--- src/rtl/demux_1_8_pkg.sv ---
// Shared constants and the one-hot select decode for the 1-to-8 demultiplexer.
// Any select code that is not a clean binary value decodes to no lane at all.
package demux_1_8_pkg;

    localparam int SEL_W = 3;
    localparam int N_OUT = 2 ** SEL_W;

    // In simulation, an X/Z select falls through to the default and returns no lane.
    function automatic logic [N_OUT-1:0] onehot_dec(input logic [SEL_W-1:0] sel);
        case (sel)
            3'd0:    onehot_dec = 8'b0000_0001;
            3'd1:    onehot_dec = 8'b0000_0010;
            3'd2:    onehot_dec = 8'b0000_0100;
            3'd3:    onehot_dec = 8'b0000_1000;
            3'd4:    onehot_dec = 8'b0001_0000;
            3'd5:    onehot_dec = 8'b0010_0000;
            3'd6:    onehot_dec = 8'b0100_0000;
            3'd7:    onehot_dec = 8'b1000_0000;
            default: onehot_dec = '0;
        endcase
    endfunction

endpackage

--- src/rtl/demux_1_8_dec.sv ---
// Purpose: SEL_W-to-N_OUT one-hot lane decoder.
// Latency: combinational, 0 cycles.
// Backpressure: none; it is a pure function of sel.
module demux_1_8_dec
    import demux_1_8_pkg::*;
(
    input  logic [SEL_W-1:0] sel,
    output logic [N_OUT-1:0] dec
);

    assign dec = onehot_dec(sel);

endmodule

--- src/rtl/demux_1_8.sv ---
// Purpose: steer 'in' to output lane s; every other lane is zero. DEMUX_1_8_COMB_OUT_EN selects a combinational output.
// Latency: 1 cycle by default (register loads every edge, async clear on rst_n); 0 cycles with DEMUX_1_8_COMB_OUT_EN.
// Backpressure: none; there is no enable or hold, so a new value is accepted every cycle.
module demux_1_8
    import demux_1_8_pkg::*;
#(
    parameter int DATA_W = 1
) (
    input  logic                    clk,
    input  logic                    rst_n,
    input  logic [DATA_W-1:0]       in,
    input  logic [SEL_W-1:0]        s,
    output logic [N_OUT*DATA_W-1:0] y
);

    logic [N_OUT-1:0]        lane_sel;
    logic [N_OUT*DATA_W-1:0] y_nxt;

    demux_1_8_dec u_dec (
        .sel (s),
        .dec (lane_sel)
    );

    // Each lane's select bit is widened to DATA_W bits and used to mask the data.
    always_comb begin
        y_nxt = '0;
        for (int k = 0; k < N_OUT; k++) begin
            y_nxt[k*DATA_W +: DATA_W] = in & {DATA_W{lane_sel[k]}};
        end
    end

`ifdef DEMUX_1_8_COMB_OUT_EN
    // clk and rst_n stay on the port list so the block drops in for either build.
    logic unused_clk_rst;
    assign unused_clk_rst = clk ^ rst_n;
    assign y = y_nxt;
`else
    always_ff @(posedge clk or negedge rst_n) begin
        if (!rst_n) begin
            y <= '0;
        end else begin
            y <= y_nxt;
        end
    end
`endif

endmodule

--- config.mk ---
export PLATFORM = sky130hd
export DESIGN_NAME = demux_1_8
export DESIGN_NICKNAME = d
export VERILOG_FILES = /design/src/rtl/demux_1_8_pkg.sv /design/src/rtl/demux_1_8_dec.sv /design/src/rtl/demux_1_8.sv
export SDC_FILE = /design/constraint.sdc
export NUM_CORES = 1
export LEC_CHECK = 0
export BUFFER_PORTS_ARGS = -buffer_cell sky130_fd_sc_hd__buf_2
export CAP_MARGIN = 20
export CORE_AREA = 4 4 41 43
export DETAILED_ROUTE_END_ITERATION = 12
export DIE_AREA = 0 0 45 47
export HOLD_SLACK_MARGIN = 0.06
export SLEW_MARGIN = 20
export SYNTH_ARGS = -nofsm -noshare
export SYNTH_HDL_FRONTEND = slang
export SYNTH_SLANG_ARGS = --single-unit
--- constraint.sdc ---
create_clock -name clk -period 0.8 [get_ports clk]
set_input_delay 0.04 -clock clk [delete_from_list [all_inputs] [get_ports clk]]
set_output_delay 0.04 -clock clk [all_outputs]
set_load 0.005 [all_outputs]
==> flow_metrics.env <==
export IMPL_placed_area_um2=380
export IMPL_path_delay_family="flip-flops"
export IMPL_drive_gt1_share_pct=72.7
export IMPL_fin_crit_ps=784
export IMPL_die_area_mm2=0.00212
export IMPL_p_switching_mw=0.167
export IMPL_final_cell_area_um2=413
export IMPL_top_register="y"
export IMPL_clkSinkCount=8
export IMPL_post_synth_top_area_cell="dfrtp_1"
export IMPL_reg_top3="y: 8 flops"
export IMPL_finalSetupTns_ps=0
export IMPL_netlist_area_leader_share_pct=67.5
export IMPL_report_final_slew_viol_count=0
export IMPL_cap_violations=0
export IMPL_synth_edf_count=0
export IMPL_arrival_ps=740
export IMPL_power_mw=0.786
export IMPL_overflow=0
export IMPL_cts_tree="built"
export IMPL_utilization_pct=31.7
export IMPL_status="complete, no violations"
export IMPL_ctsLongestPathBuffers=2
export IMPL_grt_pass1_vias=229
export IMPL_ir_drop_mv=0.592
export IMPL_vias_per_cell=4.42
export IMPL_clock_tree_root_cell="clkbuf_4"
export IMPL_grt_max_degree=9
export IMPL_antenna_left=0
export IMPL_post_cts_buffers=0
export IMPL_internal_power_mw=0.619
export IMPL_gp_congestion=0.732
export IMPL_start_util_pct=22.8
export IMPL_antenna_found_initial=0
export IMPL_layout_nets=41
export IMPL_area_growth_pct=39.2
export IMPL_drt_initial_drc_count=1
export IMPL_drc=0
export IMPL_synth_cell_area_um2=297
export IMPL_fmax_mhz=1280
export IMPL_cts_htree_levels=1
export IMPL_path_class="register to primary output"
export IMPL_setup_viol=0
export IMPL_crit_required_ps=760
export IMPL_synth_cells_most_frequent="dfrtp_1, and4b_2, and4bb_2"
export IMPL_hold_viol=0
export IMPL_p_leak_nw=0.224
export IMPL_crit_path_max_fanout=1
export IMPL_dieHeight_um=47
export IMPL_ctsHoldBuffers=1
export IMPL_grtUsageTotal_pct=8.86
export IMPL_critPathLaunchType="register"
export IMPL_grt_pass1_wl_mm=1.15
export IMPL_slowest_delay_ps=370
export IMPL_p_sw_share_pct=21.3
export IMPL_yosysSeqAreaShare_pct=67.5
export IMPL_synth_area_leaders="dfrtp_1, and4bb_2, and4b_2"
export IMPL_synthCells=16
export IMPL_power_density_mw_per_mm2=1900
export IMPL_via_count=212
export IMPL_path_cells="buf_2"
export IMPL_drt_wl_total_um=635
export IMPL_syn_nets=22
export IMPL_finalCritPeriodShare_pct=98.0
export IMPL_synth_avg_cell_area_um2=18.5
export IMPL_firstDrtPassIters=2
export IMPL_wl_per_cell_um=13.2
export IMPL_port_buffers=13
export IMPL_clkTransAtPathRegs_ps=50
export IMPL_post_synth_top_count_cell="dfrtp_1"
export IMPL_cts_made_buffers=3
export IMPL_diodes=0
export IMPL_io_pins=14
export IMPL_clockPowerShare_pct=38.5
export IMPL_path_buf_inv=1
export IMPL_slew_headroom_pct=85.9
export IMPL_largest_register_ffs=8
export IMPL_worst_pin_slew_ps=210
export IMPL_num_rows=13
export IMPL_seqPwrFrac_pct=53.2
export IMPL_yosysWarnings=0
export IMPL_core_area_mm2=0.00130
export IMPL_ys_ff_latch=8
export IMPL_hold_class="input pin to register"
export IMPL_combPwrFrac_pct=8.3
export IMPL_synthArstFlopShare_pct=100
export IMPL_rsz0062_at_grt="yes"
export IMPL_critPathCaptureType="primary output"
export IMPL_synth_distinct_cells=5
export IMPL_die_w_um=45
export IMPL_synthFlopType="dfrtp_1"
export IMPL_slowest_stage="dfrtp_1"
==> cell usage in the layout (no fill, tap or decap) <==
cell            n
and4_2          1
and4b_2         3
and4bb_2        3
buf_2          13
clkbuf_4        3
dfrtp_1         8
dlygate4sd3_1   1
nor4b_2         1
==> through the flow <==
step           hold slack (ps)  instances  setup WS, ps
2_1_floorplan             -256         16           411
5_1_grt                   32.9         48         -38.9
4_1_cts                   19.7         48         -3.93
3_3_place_gp              -116         44           258
3_5_place_dp              -110         44           232
6_report                  40.0         48          16.2
==> routing by layer <==
layer,up-vias,track usage [%],part of all wire [%]
met1,101,9.13,44
met4,0,7.02,0
met3,0,6.13,11
met2,10,12.4,46
met5,-,0,0
li1,101,-,-
==> power by group through the flow <==
stage / Sequential [mW] / Combinational [mW] / Clock (mW)
6_report: 0.418 / 0.0656 / 0.303
5_1_grt: 0.418 / 0.0755 / 0.371
4_1_cts: 0.418 / 0.0671 / 0.328
3_5_place_dp: 0.425 / 0.0628 / 0
3_3_place_gp: 0.424 / 0.0596 / 0
2_1_floorplan: 0.427 / 0.0157 / 0
==> area by class of cell <==
cell class	count	area, µm²
well taps	15	18.8
multi-input cells	8	96.3
flip-flops and latches	8	200
fillers	141	888
repair buffers	14	75.1
clock buffers	3	22.5
==> timing repair <==
action / in CTS / in global routing
endpoints found under the hold margin: 9 / 1
resized for setup: 0 / 0
cloned: 0 / 0
endpoints found under the setup margin: 1 / 8
==> final timing paths <==
| path | startpoint | end | slack [ps] | cells after the start |
|---|---|---|---|---|
| max | y[1] | y[1] | 20 | 1 |
| min | s[2] | y[0] | 40 | 2 |
| max in group asynchronous | rst_n | y[7] | 480 | 2 |
| min in group asynchronous | rst_n | y[0] | 160 | 2 |
==> logic make-up (layout without fill, tap and decap cells) <==
kind of cell	after synthesis	after routing	share of synthesized area, %
buffers and inverters	0	17	0
DFF	8	8	67.5
and+or+nand+nor	8	8	32.5
Note: power is estimated with default switching activity, not from simulation.
